[config.mk]
export PLATFORM = sky130hd
export DESIGN_NAME = seg_mux_ctrl
export DESIGN_NICKNAME = d
export VERILOG_FILES = /design/src/rtl/seg_mux_ctrl.sv
export SDC_FILE = /design/constraint.sdc
export NUM_CORES = 1
export LEC_CHECK = 0
export ABC_AREA = 1
export BUFFER_PORTS_ARGS = -buffer_cell sky130_fd_sc_hd__buf_2
export CORE_MARGIN = 1
export CORE_UTILIZATION = 54
export CTS_CLUSTER_DIAMETER = 120
export DETAILED_ROUTE_END_ITERATION = 10
export GPL_TIMING_DRIVEN = 0
export MAX_ROUTING_LAYER = met4
export PLACE_DENSITY = 0.76
export SYNTH_ARGS = -nofsm -noshare
export SYNTH_HDL_FRONTEND = slang
export SYNTH_SLANG_ARGS = --single-unit
[constraint.sdc]
create_clock -name clk -period 2.2 [get_ports clk]
set_input_delay 0.33 -clock clk [delete_from_list [all_inputs] [get_ports clk]]
set_output_delay 0.33 -clock clk [all_outputs]
set_load 0.05 [all_outputs]
[src/rtl/seg_mux_ctrl.sv]
// Two-digit multiplexed 7-segment driver: per-digit blank/show slots, frame-start snapshot
// of the hex inputs, and registered active-low segment and anode outputs.
module seg_mux_ctrl #(
  parameter int DIV   = 20000,
  parameter int BLANK = 48
) (
  input  logic       clk,
  input  logic       reset,
  input  logic       en,
  input  logic [3:0] s0,
  input  logic [3:0] s1,
  output logic [6:0] seg,
  output logic [1:0] an,
  output logic       frame_tick
);

  localparam int CW = $clog2(DIV);
  localparam logic [CW-1:0] C_BLANK_LAST = CW'(BLANK - 1);
  localparam logic [CW-1:0] C_DIV_LAST   = CW'(DIV - 1);

  typedef enum logic [2:0] {
    ST_OFF    = 3'd0,
    ST_BLANK0 = 3'd1,
    ST_SHOW0  = 3'd2,
    ST_BLANK1 = 3'd3,
    ST_SHOW1  = 3'd4
  } state_t;

  state_t        r_state;
  logic [CW-1:0] r_cnt;
  logic [3:0]    r_snap0;
  logic [3:0]    r_snap1;

  state_t        w_state_nxt;
  logic [CW-1:0] w_cnt_nxt;
  logic          w_frame_start;

  function automatic logic [6:0] hex_to_seg(input logic [3:0] val);
    logic [6:0] pat;
    case (val)
      4'h0:    pat = 7'b1000000;
      4'h1:    pat = 7'b1111001;
      4'h2:    pat = 7'b0100100;
      4'h3:    pat = 7'b0110000;
      4'h4:    pat = 7'b0011001;
      4'h5:    pat = 7'b0010010;
      4'h6:    pat = 7'b0000010;
      4'h7:    pat = 7'b1111000;
      4'h8:    pat = 7'b0000000;
      4'h9:    pat = 7'b0010000;
      4'hA:    pat = 7'b0001000;
      4'hB:    pat = 7'b0000011;
      4'hC:    pat = 7'b1000110;
      4'hD:    pat = 7'b0100001;
      4'hE:    pat = 7'b0000110;
      4'hF:    pat = 7'b0001110;
      default: pat = 7'b1111111;
    endcase
    return pat;
  endfunction

  // Next state: the slot counter free-runs 0..DIV-1 and the state only picks which half of the slot we are in.
  always_comb begin
    w_state_nxt   = r_state;
    w_cnt_nxt     = (r_cnt == C_DIV_LAST) ? {CW{1'b0}} : r_cnt + CW'(1);
    w_frame_start = 1'b0;
    if (!en) begin
      w_state_nxt = ST_OFF;
      w_cnt_nxt   = {CW{1'b0}};
    end else begin
      case (r_state)
        ST_OFF: begin
          w_state_nxt   = ST_BLANK0;
          w_cnt_nxt     = {CW{1'b0}};
          w_frame_start = 1'b1;
        end
        ST_BLANK0: begin
          if (r_cnt == C_BLANK_LAST) w_state_nxt = ST_SHOW0;
          else                       w_state_nxt = ST_BLANK0;
        end
        ST_SHOW0: begin
          if (r_cnt == C_DIV_LAST) w_state_nxt = ST_BLANK1;
          else                     w_state_nxt = ST_SHOW0;
        end
        ST_BLANK1: begin
          if (r_cnt == C_BLANK_LAST) w_state_nxt = ST_SHOW1;
          else                       w_state_nxt = ST_BLANK1;
        end
        ST_SHOW1: begin
          if (r_cnt == C_DIV_LAST) begin
            w_state_nxt   = ST_BLANK0;
            w_frame_start = 1'b1;
          end else begin
            w_state_nxt   = ST_SHOW1;
          end
        end
        default: begin
          w_state_nxt = ST_OFF;
          w_cnt_nxt   = {CW{1'b0}};
        end
      endcase
    end
  end

  // Outputs are decoded from the next state so the pins line up with the state they describe.
  always_ff @(posedge clk) begin
    if (reset) begin
      r_state    <= ST_OFF;
      r_cnt      <= {CW{1'b0}};
      r_snap0    <= 4'h0;
      r_snap1    <= 4'h0;
      an         <= 2'b11;
      seg        <= 7'h7F;
      frame_tick <= 1'b0;
    end else begin
      r_state    <= w_state_nxt;
      r_cnt      <= w_cnt_nxt;
      frame_tick <= w_frame_start;
      if (w_frame_start) begin
        r_snap0 <= s0;
        r_snap1 <= s1;
      end else begin
        r_snap0 <= r_snap0;
        r_snap1 <= r_snap1;
      end
      case (w_state_nxt)
        ST_SHOW0: begin
          an  <= 2'b10;
          seg <= hex_to_seg(r_snap0);
        end
        ST_SHOW1: begin
          an  <= 2'b01;
          seg <= hex_to_seg(r_snap1);
        end
        default: begin
          an  <= 2'b11;
          seg <= 7'h7F;
        end
      endcase
    end
  end

endmodule
# Yosys cells after proc, flatten, opt, wreduce, memory -nomap -nowiden

Memory sizes are Yosys's and may differ from the RTL's. A register that Yosys moved wholly into a read port is not among the register bits.
Cells that the tools add are included.

Bits in registers: 36
ROM bits: 224
Input bits: 11
Output and inout bits: 10
Logic and storage cells: 38
Memories kept: 2

Memory list:

| name            | depth | bits a word | rd ports | clocked after memory_dff | write ports | RTL line | source |
|---|---|---|---|---|---|---|---|
| (no name shown) | 16    | 7           | 1        | 1                        | 0           | 40       | `case (val)` |
| (no name shown) | 16    | 7           | 1        | 1                        | 0           | 40       |  |

Add/subtract/negate cells: 1
Equal/unequal tests: 8
Multiplexer cells: 15
Bitwise gates (word level): 2
Reduce and logical (&&, ||, !) cells: 3

Operator list:

| kind                    | number |
|---|---|
| $mux W4                 | 4 |
| $add A15 B1 Y15 const B | 1 |
| $eq A15 B15 Y1 const B  | 1 |
| $eq A15 B6 Y1 const B   | 1 |
| $pmux W3 S5             | 1 |
| $pmux W7 S2             | 1 |
| $eq A3 B2 Y1 const B    | 3 |
| $mux W3                 | 3 |
| $reduce_or A4 Y1        | 2 |
| $eq A3 B3 Y1 const B    | 2 |
| $pmux W2 S2             | 1 |
| $eq A3 B1 Y1 const B    | 1 |
| $logic_not A3 Y1        | 1 |
| $mux W1                 | 3 |
| $mux W2                 | 1 |
| $not A1 Y1              | 2 |
| $pmux W1 S2             | 1 |

# Longest topological paths before layout

Gate-level depths: netlist of run 1.

Word-level depth: 6
Mapped depth: 16

# Worst setup path before layout of run 1

Ideal clock, no wire load.

Kind: flip-flop to flip-flop
Start: reg r_cnt[0]
End: reg with a tool-made name
Library setup time: 0.113 ns
Data arrival time: 2.042 ns
Data required time: 2.087 ns
Setup slack: 0.045 ns
Stages on the path, launching flop included: 15
Buffers on the path: 1
Period minus slack after synthesis: 2.155 ns
Cells stage by stage: dfxtp_1 ha_1 nand3_1 nor2_2 nand2_4 nand2_8 nand3_4 buf_6 nand2_1 nand3_1 ha_1 inv_1 nand4_1 nand3_1 nand2_1

RTL lines:

| element                | RTL line | source |
|---|---|---|
| start, declared        | 30       | `logic [CW-1:0] r_cnt;` |
| start signal, assigned | 109      | `r_cnt <= {CW{1'b0}};` |
| start signal, assigned | 117      | `r_cnt <= w_cnt_nxt;` |

==> impl_metrics.tcl, run 1 <==
set metrics [dict create \
    status "complete, no violations" \
    yosysUniqueCellTypes 33 \
    p_leak_uw 0.00154 \
    root_buffer "clkbuf_8" \
    clk-insertion-delay-late_ns 0.32 \
    cpMaxStageDelayCell "dfxtp_4" \
    drc 0 \
    cp-start-kind "flop" \
    synth_top_area_share_pct 37.4 \
    worstMarginPinSlew_ns 0.562 \
    drive_gt1_share_pct 26.3 \
    core-area_sq_um 4750 \
    htree_levels 2 \
    path_clk_slew_ns 0.10 \
    timing.final.crit_share_pct 97.7 \
    grt_start_max_net_pins 19 \
    switching_power_uw 564 \
    hold_viol 0 \
    grt_overflow 0 \
    dp_cells 447 \
    hpwl_um 3980 \
    cp-end-kind "flop" \
    wl_per_cell_um 12.9 \
    wl_um 6200 \
    fin_nets 437 \
    crit_top_cell "nand2_1" \
    maxCapViolations 0 \
    worst_clock_skew_ns 0.0100 \
    tritoncts "done" \
    clkPwrFrac_pct 30.0 \
    required_ns 2.46 \
    final_antenna_net_count 0 \
    dr.pass1.iters 4 \
    clock_path_buffers 2 \
    cp_max_fo 10 \
    portBuffers 20 \
    avgSynthCellArea_sq_um 7.43 \
    critPathKind "reg -> reg" \
    p_int_uw 1320 \
    yosysSeqAreaShare_pct 37.4 \
    netSwitchingFraction_pct 29.9 \
    cts_buffers 5 \
    yosysTopAreaCell "dfxtp_1" \
    hold_buffers 0 \
    cp_slowest_stage_delay_ns 0.38 \
    synth_warnings 0 \
    synth_edf_count 0 \
    rsz0062_at_grt "yes" \
    maxSlewHeadroom_pct 62.5 \
    regToRegSetupSlack_ns 0.05 \
    area_growth_pct 25.6 \
    fin_ws_ns 0.0496 \
    grt_pass1_wl_um 9470 \
    ys_async_sr_fraction_pct 0 \
    drt-initial-drc-count 119 \
    dieArea_sq_um 5240 \
    die_w_um 72.4 \
    cp_top_family "simple AND/OR/NAND/NOR gates" \
    period_needed_ns 2.15 \
    final_cells 481 \
    fillers 390 \
    pwr-share-comb_pct 18.8 \
    start_util_pct 56.3 \
    numClockSinks 50 \
    drv_slew 0 \
    syn-num-nets 384 \
    setup_violations 0 \
    die_y_um 72.4 \
    synth_ff_type "dfxtp_1" \
    fmax_mhz 465 \
    ys_ff_latch 50 \
    fin_total_pwr_uw 1890 \
    n_antenna_cell 0 \
    p_per_area_nw_per_um2 561 \
    dpl_worst_slack_ns -0.251 \
    seqPwrFrac_pct 51.2 \
    critPathBufInv 2 \
    crit_chain "ha_4, nand3_4, nor2_4, nand2_4, nand2_8, buf_4, buf_4, nand4_1, nand3_2, nand2_1, nand2_1, nand2_1, nand2_1" \
    cp_data_arrival_time_ns 2.42 \
    std_cell_rows 25 \
    grt_pass1_vias 2049 \
    fin_area_sq_um 3360 \
    antenna_found_initial 0 \
    hp-class "in -> reg" \
    synth_most_common_cell "nand2_1" \
    yosys-top-cells-area "dfxtp_1, nand2_1, inv_1" \
    vias 2469 \
    max-vdd-ir-drop_mv 0.302 \
    placed_cell_area_sq_um 2860 \
    gp_congestion 0.856 \
    routed_via_density 5.13 \
    postLayoutCoreUtil_pct 70.7 \
    track_usage_pct 24.1 \
    synthCells 360 \
    synth_area_sq_um 2680 \
    synth_common_cells "nand2_1, inv_1, dfxtp_1" \
    io_pins 21 \
]
-- power groups by stage --
stage / clock [uW] / combinational [uW] / sequential [uW]
floorplan: 0 / 199 / 988
global placement: 0 / 257 / 988
detailed placement: 0 / 261 / 989
CTS: 575 / 280 / 967
global route: 608 / 391 / 971
finish: 566 / 355 / 967
-- per-layer routing --
metal | wire length, um | vias to the layer above | global-route usage, % | share of wire [%]
li1 | - | 1281 | - | -
met1 | 2870 | 1088 | 33.6 | 46
met2 | 2880 | 88 | 36.1 | 46
met3 | 357 | 12 | 3.75 | 5.8
met4 | 93 | 0 | 6.97 | 1.5
met5 | 0 | - | - | 0
-- per-stage QoR --
stage / TNS, ns / hold WS (ns)
finish: 0 / 0.235
global route: -0.253 / 0.231
CTS: 0 / 0.228
detailed placement: -2.35 / 0.432
global placement: -1.64 / 0.433
floorplan: 0 / 0.402
-- what timing repair did --
action                                  CTS  global route
pin swaps                                 2            17
endpoints found under the setup margin   14            14
buffers inserted                          7            18
gates cloned                              0             1
gates resized for setup                  18            27
-- path summary, 6_finish.rpt --
kind | endpoint | cells after the start | startpoint
max reg2reg | flop | 13 | r_cnt[0]
min reg2reg | r_cnt[0] | 1 | r_cnt[0]
min | frame_tick | 2 | reset
max | flop | 13 | r_cnt[0]
-- cells by family (layout without fill, tap and decap cells) --
group	after synthesis	in the layout	share of synthesized area (%)
AOI/OAI and AO/OA	21	21	4.82
xor gates and xnor gates	1	1	0.327
adders and majority gates	13	13	6.08
buffers and inverters	67	121	9.91
DFF	50	50	37.4
and+or+nand+nor	208	208	41.5
-- cell type report --
| type | instances | area (sq um) | area share (%) |
|---|---|---|---|
| multi-input cells | 243 | 1570 | 46.8 |
| inverters | 60 | 233 | 6.92 |
| well taps | 67 | 83.8 | 2.49 |
| clock inverters | 3 | 26.3 | 0.782 |
| plain buffers | 7 | 48.8 | 1.45 |
| repair buffers | 46 | 320 | 9.53 |
| flip-flops and latches | 50 | 1010 | 30.0 |
| clock buffers | 5 | 68.8 | 2.05 |
-- placed cells by master, fill, tap and decap left out, types with 7 or more instances in the layout --
cell type,synthesis,routed
nand2_1,83,79
inv_1,57,52
dfxtp_1,50,46
nand3_1,40,38
nand4_1,24,24
buf_4,1,24
nor2_1,22,22
buf_2,2,22
nand2_4,6,10
nor3_1,10,10
nand3_4,2,7
Note: power is estimated with default switching activity, not from simulation.
==> run 2: changes to the inputs <==
CORE_UTILIZATION = 46   (was 54)
PLACE_DENSITY = 0.66   (was 0.76)
==> impl_metrics.tcl, run 2 (same netlist as run 1, synthesis figures left out) <==
set metrics [dict create \
    status "complete, no violations" \
    final_antenna_net_count 0 \
    maxSlewHeadroom_pct 62.3 \
    clock_path_buffers 2 \
    mostFrequentLayoutCell "nand2_1" \
    dr.pass1.iters 4 \
    grt_overflow 0 \
    wl_um 5900 \
    busiest_layer "met2" \
    fin_ws_ns 0.130 \
    cp_data_arrival_time_ns 2.27 \
    clkPwrFrac_pct 30.4 \
    worstMarginPinSlew_ns 0.566 \
    pwr-share-comb_pct 18.0 \
    start_util_pct 48.3 \
    wl_per_cell_um 12.2 \
    die_w_um 78.3 \
    maxCapViolations 0 \
    placed_cell_area_sq_um 2870 \
    cp_top_family "simple AND/OR/NAND/NOR gates" \
    rsz0062_at_grt "yes" \
    root_buffer "clkbuf_8" \
    core-area_sq_um 5540 \
    grt_pass1_vias 2121 \
    routed_via_density 5.02 \
    hpwl_um 4140 \
    fin_area_sq_um 3280 \
    p_per_area_nw_per_um2 571 \
    fmax_mhz 483 \
    setup_violations 0 \
    met2_usage_pct 31.4 \
    p_leak_uw 0.00153 \
    crit_chain "ha_4, nand3_4, nor2_4, nand2_4, nand2_8, buf_4, nand4_1, nand3_4, inv_1, ha_2, inv_1, nand4_1, nand3_1, nand2_1" \
    cp-end-kind "flop" \
    path_clk_slew_ns 0.10 \
    drive_gt1_share_pct 25.5 \
    drv_slew 0 \
    netSwitchingFraction_pct 29.5 \
    max-vdd-ir-drop_mv 0.314 \
    p_int_uw 1320 \
    critPathBufInv 3 \
    clk-insertion-delay-late_ns 0.30 \
    n_antenna_cell 0 \
    hold_viol 0 \
    cts_buffers 5 \
    seqPwrFrac_pct 51.5 \
    io_pins 21 \
    numClockSinks 50 \
    track_usage_pct 20.2 \
    switching_power_uw 553 \
    fin_nets 434 \
    cp_slowest_stage_delay_ns 0.37 \
    std_cell_rows 27 \
    grt_pass1_wl_um 9670 \
    die_y_um 78.3 \
    area_growth_pct 22.7 \
    period_needed_ns 2.07 \
    required_ns 2.40 \
    hp-class "in -> reg" \
    critPathKind "reg -> reg" \
    portBuffers 20 \
    worst_clock_skew_ns 0.00797 \
    vias 2425 \
    layout_common_cells "nand2_1, inv_1, dfxtp_1" \
    timing.final.crit_share_pct 94.1 \
    drc 0 \
    gp_congestion 0.811 \
    globalRouteMet3Util_pct 3.26 \
    dieArea_sq_um 6130 \
    gr-usage-met1_pct 27.1 \
    antenna_found_initial 0 \
    dpl_worst_slack_ns -0.259 \
    drt-initial-drc-count 70 \
    htree_levels 2 \
    cpMaxStageDelayCell "dfxtp_2" \
    tritoncts "done" \
    hold_buffers 0 \
    cp_max_fo 7 \
    cp-start-kind "flop" \
    grt_start_max_net_pins 19 \
]
run 2: final timing paths:
| check | startpoint | endpoint | slack (ns) | cells after the start |
|---|---|---|---|---|
| worst max-delay path | r_cnt[1] | flop | 0.13 | 14 |
| worst min-delay path | reset | frame_tick | 0.25 | 2 |
| worst max register to register | r_cnt[1] | flop | 0.13 | 14 |
| worst min register to register | flop | seg[2] | 0.46 | 2 |
run 2: through the flow:
stage | hold WS, ns | TNS (ns) | power [uW] | instances | utilization [%]
6_report | 0.247 | 0 | 1880 | 483 | 59.3
5_1_grt | 0.230 | -0.0554 | 1970 | 483 | 59.3
4_1_cts | 0.237 | 0 | 1840 | 467 | 55.9
3_5_place_dp | 0.432 | -2.33 | 1250 | 452 | 51.7
3_3_place_gp | 0.430 | -1.84 | 1250 | 452 | 51.7
2_1_floorplan | 0.402 | 0 | 1190 | 360 | -
run 2: area by class of cell:
type                       count  area [sq um]
multi-input combinational    243          1520
buffer                         7          48.8
sequential                    50          1010
inverter                      60           230
clock inverter                 3          28.8
fill                         517          2260
tap                           72          90.1
timing repair buffer          43           290
clock buffer                   5          68.8
run 2: power by group through the flow:
| stage | sequential (uW) | clock (uW) | combinational, uW |
|---|---|---|---|
| 2_1_floorplan | 988 | 0 | 199 |
| 3_3_place_gp | 989 | 0 | 260 |
| 3_5_place_dp | 989 | 0 | 261 |
| 4_1_cts | 968 | 589 | 287 |
| 5_1_grt | 971 | 622 | 376 |
| 6_report | 967 | 571 | 338 |
run 2: what timing repair did:
item,4_1_cts,5_1_grt
setup endpoints to repair,14,14
pin swaps,1,11
cloned,0,1
resized for setup,18,18
hold endpoints to repair,0,0
buffers inserted,7,15
run 2: routing by layer:
layer | part of all wire (%) | vias to the layer above | routed length, um
met5 | 0 | - | 0
met4 | 1.5 | 0 | 90
met3 | 3.6 | 12 | 212
met2 | 46 | 60 | 2740
met1 | 48 | 1083 | 2860
li1 | - | 1270 | -
